### config.mk
export PLATFORM = sky130hd
export DESIGN_NAME = bpu_lpht
export DESIGN_NICKNAME = d
export VERILOG_FILES = /design/src/rtl/bpu_lpht_pkg.sv /design/src/rtl/bpu_lpht_ram.sv /design/src/rtl/bpu_lpht.sv
export SDC_FILE = /design/constraint.sdc
export NUM_CORES = 2
export LEC_CHECK = 0
export BUFFER_PORTS_ARGS = -buffer_cell sky130_fd_sc_hd__buf_2
export CORE_MARGIN = 3
export CORE_UTILIZATION = 30
export DETAILED_ROUTE_END_ITERATION = 8
export GPL_ROUTABILITY_DRIVEN = 0
export HOLD_SLACK_MARGIN = 0.03
export PLACE_DENSITY_LB_ADDON = 0.1
export SYNTH_ARGS = -nofsm -noshare
export SYNTH_HDL_FRONTEND = slang
export SYNTH_SLANG_ARGS = --single-unit
### constraint.sdc
create_clock -name clk -period 27.8 [get_ports clk]
set_clock_uncertainty 0.2 [all_clocks]
set_input_delay 4.17 -clock clk [delete_from_list [all_inputs] [get_ports clk]]
set_output_delay 4.17 -clock clk [all_outputs]
set_load 0.02 [all_outputs]
### src/rtl/bpu_lpht_pkg.sv
// ============================================================================
// bpu_lpht_pkg : shared LPHT constants and 2-bit counter helpers
// Revision     : 1.0
// ============================================================================
`default_nettype none

`ifndef _LPHT_ADDR_WIDTH
`define _LPHT_ADDR_WIDTH 10
`endif

package bpu_lpht_pkg;

  localparam int         LPHT_ADDR_WIDTH = `_LPHT_ADDR_WIDTH;
  localparam logic [1:0] LPHT_INIT_VALUE = 2'b01;

  typedef logic [1:0] lphr_t;

  function automatic lphr_t lphr_sat_inc(input lphr_t v);
    return (v == 2'b11) ? v : v + 2'b01;
  endfunction

  function automatic lphr_t lphr_sat_dec(input lphr_t v);
    return (v == 2'b00) ? v : v - 2'b01;
  endfunction

  // Next counter value comes only from the snapshot carried with the prediction.
  function automatic lphr_t lphr_next(input lphr_t v, input logic taken);
    return taken ? lphr_sat_inc(v) : lphr_sat_dec(v);
  endfunction

endpackage

`default_nettype wire

### src/rtl/bpu_lpht_ram.sv
// ============================================================================
// bpu_lpht_ram : simple dual-port RAM, one write port, one synchronous read
// Revision     : 1.0
// ============================================================================
`default_nettype none

module bpu_lpht_ram #(
  parameter int ADDR_WIDTH = 10,
  parameter int DATA_WIDTH = 2
) (
  input  logic                  clk,
  input  logic                  wr_en,
  input  logic [ADDR_WIDTH-1:0] wr_addr,
  input  logic [DATA_WIDTH-1:0] wr_data,
  input  logic                  rd_en,
  input  logic [ADDR_WIDTH-1:0] rd_addr,
  output logic [DATA_WIDTH-1:0] rd_data
);

  logic [DATA_WIDTH-1:0] r_mem [0:(1<<ADDR_WIDTH)-1];
  logic [DATA_WIDTH-1:0] r_rd_data;

  // Read-before-write on an address collision; the top bypasses around it.
  always_ff @(posedge clk) begin
    if (wr_en) begin
      r_mem[wr_addr] <= wr_data;
    end
    if (rd_en) begin
      r_rd_data <= r_mem[rd_addr];
    end
  end

  assign rd_data = r_rd_data;

endmodule

`default_nettype wire

### src/rtl/bpu_lpht.sv
// ============================================================================
// bpu_lpht : local pattern history table with init sweep, staged update and
//            read bypass. Optional statistics counters: BPU_LPHT_STAT_EN.
// Revision : 1.0
// ============================================================================
`default_nettype none

module bpu_lpht
  import bpu_lpht_pkg::*;
#(
  parameter int         ADDR_WIDTH = LPHT_ADDR_WIDTH,
  parameter logic [1:0] INIT_VALUE = LPHT_INIT_VALUE
) (
  input  logic                  clk,
  input  logic                  rst_n,
  input  logic                  pred_req_i,
  input  logic [ADDR_WIDTH-1:0] pred_index_i,
  output logic                  pred_valid_o,
  output logic [1:0]            pred_lphr_o,
  output logic                  pred_taken_o,
  input  logic                  upd_valid_i,
  input  logic [ADDR_WIDTH-1:0] upd_index_i,
  input  logic [1:0]            upd_lphr_i,
  input  logic                  upd_taken_i,
  output logic                  init_done_o,
  output logic [31:0]           stat_upd_cnt_o,
  output logic [31:0]           stat_flip_cnt_o
);

  localparam logic [0:0]            ST_INIT  = 1'b0;
  localparam logic [0:0]            ST_RUN   = 1'b1;
  localparam logic [ADDR_WIDTH-1:0] PTR_LAST = {ADDR_WIDTH{1'b1}};
  localparam logic [ADDR_WIDTH-1:0] PTR_ONE  = {{(ADDR_WIDTH-1){1'b0}}, 1'b1};

  logic [0:0]            r_state;
  logic [ADDR_WIDTH-1:0] r_ptr;
  logic                  r_init_done;

  logic                  r_stg_valid;
  logic [ADDR_WIDTH-1:0] r_stg_index;
  logic [1:0]            r_stg_lphr;

  logic                  r_pred_valid;
  logic                  r_sel_init;
  logic                  r_sel_byp;
  logic [1:0]            r_byp_lphr;

  logic                  w_run;
  logic                  w_upd_accept;
  logic                  w_wr_en;
  logic [ADDR_WIDTH-1:0] w_wr_addr;
  logic [1:0]            w_wr_data;
  logic [1:0]            w_ram_rdata;

  assign w_run        = (r_state == ST_RUN);
  assign w_upd_accept = upd_valid_i && w_run;

  always_ff @(posedge clk or negedge rst_n) begin
    if (!rst_n) begin
      r_state     <= ST_INIT;
      r_ptr       <= '0;
      r_init_done <= 1'b0;
    end else if (r_state == ST_INIT) begin
      r_ptr <= r_ptr + PTR_ONE;
      if (r_ptr == PTR_LAST) begin
        r_state     <= ST_RUN;
        r_init_done <= 1'b1;
      end
    end
  end

  always_ff @(posedge clk or negedge rst_n) begin
    if (!rst_n) begin
      r_stg_valid <= 1'b0;
      r_stg_index <= '0;
      r_stg_lphr  <= 2'b00;
    end else begin
      r_stg_valid <= w_upd_accept;
      if (w_upd_accept) begin
        r_stg_index <= upd_index_i;
        r_stg_lphr  <= lphr_next(upd_lphr_i, upd_taken_i);
      end
    end
  end

  // The init sweep owns the write port until RUN; afterwards the stage register does.
  assign w_wr_en   = w_run ? r_stg_valid : 1'b1;
  assign w_wr_addr = w_run ? r_stg_index : r_ptr;
  assign w_wr_data = w_run ? r_stg_lphr  : INIT_VALUE;

  bpu_lpht_ram #(
    .ADDR_WIDTH (ADDR_WIDTH),
    .DATA_WIDTH (2)
  ) u_ram (
    .clk     (clk),
    .wr_en   (w_wr_en),
    .wr_addr (w_wr_addr),
    .wr_data (w_wr_data),
    .rd_en   (pred_req_i),
    .rd_addr (pred_index_i),
    .rd_data (w_ram_rdata)
  );

  // Output selects only move on a request, so the data outputs hold between reads.
  always_ff @(posedge clk or negedge rst_n) begin
    if (!rst_n) begin
      r_pred_valid <= 1'b0;
      r_sel_init   <= 1'b1;
      r_sel_byp    <= 1'b0;
      r_byp_lphr   <= INIT_VALUE;
    end else begin
      r_pred_valid <= pred_req_i;
      if (pred_req_i) begin
        r_sel_init <= !w_run;
        r_sel_byp  <= r_stg_valid && (r_stg_index == pred_index_i);
        r_byp_lphr <= r_stg_lphr;
      end
    end
  end

  assign pred_valid_o = r_pred_valid;
  assign pred_lphr_o  = r_sel_init ? INIT_VALUE :
                        (r_sel_byp ? r_byp_lphr : w_ram_rdata);
  assign pred_taken_o = pred_lphr_o[1];
  assign init_done_o  = r_init_done;

`ifdef BPU_LPHT_STAT_EN
  logic [31:0] r_stat_upd;
  logic [31:0] r_stat_flip;

  always_ff @(posedge clk or negedge rst_n) begin
    if (!rst_n) begin
      r_stat_upd  <= 32'd0;
      r_stat_flip <= 32'd0;
    end else if (w_upd_accept) begin
      if (r_stat_upd != 32'hFFFF_FFFF) begin
        r_stat_upd <= r_stat_upd + 32'd1;
      end
      if ((upd_lphr_i[1] != upd_taken_i) && (r_stat_flip != 32'hFFFF_FFFF)) begin
        r_stat_flip <= r_stat_flip + 32'd1;
      end
    end
  end

  assign stat_upd_cnt_o  = r_stat_upd;
  assign stat_flip_cnt_o = r_stat_flip;
`else
  assign stat_upd_cnt_o  = 32'd0;
  assign stat_flip_cnt_o = 32'd0;
`endif

endmodule

`default_nettype wire

# Yosys cells after proc, flatten, opt, wreduce, memory -nomap -nowiden

Memory sizes are Yosys's and may differ from the RTL's. A register that Yosys moved wholly into a read port is not among the register bits.
Index checks and enable logic that the tools add are counted.

Register bits after elaboration: 30
Latch bits: 0
Bits in writable memories: 2048
Bits in read-only memories: 0
Output and inout port bits: 69
Word-level logic and storage cells: 35
Memories: 1

Add/sub/neg operators: 3
Multipliers: 0
Divide/modulo/power cells: 0
Magnitude comparators: 0
Eq/ne operators: 3
Shifts and indexed selects: 0
Muxes and demuxes: 12
Bitwise gates (word level): 1
Reductions and logical operators: 5

Memory list:

| name        | words | bits a word | read ports | clocked after memory_dff | write ports | line               | RTL |
|---|---|---|---|---|---|---|---|
| u_ram.r_mem | 1024  | 2           | 1          | 1                        | 1           | bpu_lpht_ram.sv:20 | `logic [DATA_WIDTH-1:0] r_mem [0:(1<<ADDR_WIDTH)-1];` |

Operators with widths:

| operator              | count |
|---|---|
| $mux 2                | 6 |
| $add 10x1->10 const B | 1 |
| $eq 10x10->1          | 1 |
| $eq 10x10->1 const B  | 1 |
| $mux 10               | 1 |
| $mux 1                | 5 |
| $add 2x1->2 const B   | 1 |
| $eq 2x2->1 const B    | 1 |
| $logic_and 1x1->1     | 2 |
| $logic_not 2->1       | 1 |
| $reduce_and 2->1      | 1 |
| $sub 2x1->2 const B   | 1 |
| $logic_not 1->1       | 1 |
| $not 1->1             | 1 |

# Longest topological paths before layout

Depth after elaboration: 3
Mapped depth: 16

# Cells and area by module

A second synthesis with hierarchy kept.

Cell total of the unflattened synthesis: 4976
Area, all modules: 85707.2 um^2

By module, submodules not included:

| module       | instances | cells each | area an instance (um^2) | seq. area each (um^2) |
|---|---|---|---|---|
| bpu_lpht_ram | 1         | 4793       | 83777.8                 | 61559.0 |
| bpu_lpht     | 1         | 183        | 1929.4                  | 753.2 |

# Worst setup path after synthesis

Ideal clock, no wire load.

Path kind: flip-flop to flip-flop
From: register r_state
To: memory u_ram.r_mem[0][1] (data pin)
Data arrival time: 14.202 ns
Slack: 10.532 ns
Cell stages (with the launch flop): 6
Path buffers: 4
Clock period less this slack: 17.268 ns
Cells stage by stage: dfrtp_1 > clkbuf_1 > buf_2 > buf_2 > buf_1 > and2_1

Word-level cells in the longest chain between the ends: 1

RTL lines:

| what                     | line               | RTL |
|---|---|---|
| start: declaration       | bpu_lpht.sv:35     | `logic [0:0] r_state;` |
| start signal: assignment | bpu_lpht.sv:60     | `r_state <= ST_INIT;` |
| start signal: assignment | bpu_lpht.sv:66     | `r_state <= ST_RUN;` |
| $mux 2                   | bpu_lpht.sv:89     | `assign w_wr_data = w_run ? r_stg_lphr : INIT_VALUE;` |
| net u_ram.wr_data[1]     | bpu_lpht_ram.sv:14 | `input logic [DATA_WIDTH-1:0] wr_data,` |
| end: declaration         | bpu_lpht_ram.sv:20 |  |

The timed path passes the listed nets, and every way through them passes these cells.

==> flow_summary.json <==
{
  "placed_area_mm2": 0.0901,
  "insertion_delay_ps": 880,
  "cts_root_buf": "clkbuf_16",
  "cts_buffers": 236,
  "antenna_found_initial": 20,
  "wl_per_cell_um": 31.6,
  "ioPinCount": 96,
  "drive_gt1_share_pct": 18.5,
  "slowest_delay_ps": 750,
  "peakVddDrop_v": 0.0000638,
  "synth_largest_area_cell": "edfxtp_1",
  "cts_tree": "yes",
  "dieHeight_um": 542,
  "preCtsSetupSlack_ps": 17810,
  "outcome": "complete, no violations",
  "grt_pass1_wl_um": 393000,
  "grt-ovfl-total": 0,
  "yosysSeqAreaShare_pct": 72.2,
  "reg2reg_depth": 6,
  "synth_area_mm2": 0.0863,
  "hold_path_class": "register to register",
  "max-cap-violations": 0,
  "port_buffers": 31,
  "ys_seq_elements": 2080,
  "hold_ws_ps": 297,
  "cp_slowest_cell": "buf_4",
  "r2r_start": "r_stg_lphr[1]$_DFFE_PN0P_",
  "fin_total_pwr_mw": 6.61,
  "arrival_ps": 9450,
  "vias_per_cell": 5.19,
  "cts_hold_buf": 0,
  "async_reset_ff_share_pct": 1.44,
  "ys_top_cells_by_area": "edfxtp_1 (71%), mux4_2 (10%), nor2_1 (4.5%), mux2i_1 (2.6%), mux4_1 (1.9%)",
  "htree_num_levels": 4,
  "path_delay_family": "buffers and inverters",
  "fin_crit_ps": 9030,
  "grt_max_degree": 176,
  "final.period_utilization_pct": 32.5,
  "die_area_mm2": 0.294,
  "worstMarginPinSlew_ps": 1230,
  "synth_commonest_cells": "edfxtp_1 (2050), nor2_1 (1046), mux4_2 (382)",
  "area_delta_synth_final_pct": 12.9,
  "synth_area_per_cell_um2": 17.3,
  "drt_wl_total_um": 284000,
  "nFillCells": 27200,
  "r2r_setup_slack_ps": 22050,
  "fp.dieW_um": 542,
  "path_buf_inv": 4,
  "rsz0062_at_grt": "false",
  "cpMostUsedCell": "o21ai_0",
  "fin_nets": 5042,
  "cts_setup_buffers": 0,
  "fmax_mhz": 111,
  "holdPathStages": 1,
  "crit_chain": "buf_8 > buf_4 > buf_4 > buf_12 > mux4_2 > a22o_1 > o21ai_0 > o311ai_0 > o21ai_0 > a21oi_1 > o21ai_0 > nand4bb_1",
  "fin_tns_setup_ps": 0,
  "first_pass_iters": 5,
  "worstSetupPathType": "input pin to register",
  "ys_types": 76,
  "cp-end-kind": "register",
  "initial_core_util_pct": 30.2,
  "maxSlewViolCount": 0,
  "synth_flop_cell": "edfxtp_1",
  "grt_pass1_vias": 48200,
  "hold_viol": 0,
  "synthCells": 4985,
  "cp_max_fo": 89,
  "p_leak_nw": 29.8,
  "std_cell_rows": 196,
  "rr_endpoint": "u_ram.r_mem[368][1]$_DFFE_PP_",
  "synth_edf_count": 2050,
  "drc": 0,
  "first_iter_violations": 4552,
  "finalInstanceArea_mm2": 0.0974,
  "vias": 46600,
  "synth.most_common_cell": "edfxtp_1",
  "path_clk_slew_ps": 60,
  "core_mm2": 0.286,
  "maxSlewHeadroom_pct": 18.1,
  "synth_top_area_share_pct": 71.3,
  "holdPathEnd": "r_ptr[7]$_DFFE_PN0N_",
  "yosysWarningCount": 0,
  "cts_buffer_depth": 4,
  "dp_hpwl_um": 158000,
  "powerDensity_mw_per_mm2": 67.8,
  "ant_nets": 0,
  "holdCritStartpoint": "r_ptr[7]$_DFFE_PN0N_",
  "postLayoutSetupSlackWorst_ps": 18770,
  "cts_sinks": 2080,
  "grt_usage_pct": 19.0,
  "cts_resized": 0,
  "cp_data_required_time_ps": 28220,
  "start_kind": "input pin",
  "finalSetupViolations": 0
}
-- through the flow --
stage,std cells,utilization (%)
2_1_floorplan,5048,-
3_3_place_gp,8538,31.5
3_5_place_dp,8538,31.5
4_1_cts,8961,34.1
5_1_grt,8964,34.1
6_report,8968,34.1
-- area by class of cell --
type                    instances  area [µm²]  share of cell area [%]
clock buffers                 283        6190                    6.35
multi-input cells            2494       21600                    22.2
well taps                    3762        4710                    4.83
diodes                          7        17.5                  0.0180
flip-flops and latches       2080       62300                    64.0
inverters                      16        65.1                  0.0668
clock inverters               140        1180                    1.21
repair buffers                186        1380                    1.42
-- flip-flops by register name, summed over array words and instances, names as in the netlist, 2 cells and up --
signal,count
r_ptr,10
r_stg_lphr,2
r_stg_index,10
r_byp_lphr,2
u_ram.r_mem,2048
u_ram.rd_data,2
-- power breakdown --
group / total (mW) / switching, mW / internal, mW / leakage, nW
registers: 3.39 / 0.00113 / 3.39 / 19.3
clock network: 3.03 / 1.27 / 1.76 / 3.61
logic: 0.180 / 0.127 / 0.0538 / 6.94
-- cells in the final DEF (no fill, tap or decap), types with 40 or more instances in the layout --
| cell | count |
|---|---|
| a21oi_1 | 76 |
| a22oi_1 | 53 |
| buf_4 | 155 |
| clkbuf_1 | 40 |
| clkbuf_16 | 239 |
| clkinv_1 | 67 |
| clkinv_2 | 43 |
| conb_1 | 64 |
| edfxtp_1 | 2050 |
| mux2i_1 | 227 |
| mux4_1 | 61 |
| mux4_2 | 382 |
| nand2_1 | 87 |
| nor2_1 | 1043 |
| nor3_1 | 54 |
| o221ai_1 | 85 |
| o22ai_1 | 46 |
-- cell families after synthesis --
group	synth area share, %
and+or+nand+nor	6.25
xor gates and xnor gates	0.193
other	0.00434
adders and majority gates	0.0261
AOI/OAI and AO/OA	3.21
muxes	14.7
buffers and inverters	3.47
DFF	72.2
-- layer usage --
layer	track usage, %	part of all wire [%]
met1	26.8	45
met2	31.3	48
met3	2.56	5.0
met4	3.98	2.1
met5	0	0.0053
-- worst max-delay path by stage --
stage | from | end | slack [ps] | cells past startpoint
6_report | pred_index_i[0] | u_ram.rd_data[1]$_DFFE_PP_ | 18770 | 12
5_1_grt | pred_index_i[0] | u_ram.rd_data[1]$_DFFE_PP_ | 18490 | 12
4_1_cts | pred_index_i[0] | u_ram.rd_data[1]$_DFFE_PP_ | 18780 | 12
3_5_place_dp | pred_index_i[0] | u_ram.rd_data[1]$_DFFE_PP_ | 17810 | 12
3_3_place_gp | pred_index_i[0] | u_ram.rd_data[0]$_DFFE_PP_ | 17750 | 11
2_1_floorplan | r_state$_DFF_PN0_ | u_ram.r_mem[0][1]$_DFFE_PP_ | 10530 | 5
No activity file was read; power rests on OpenSTA's default activity.
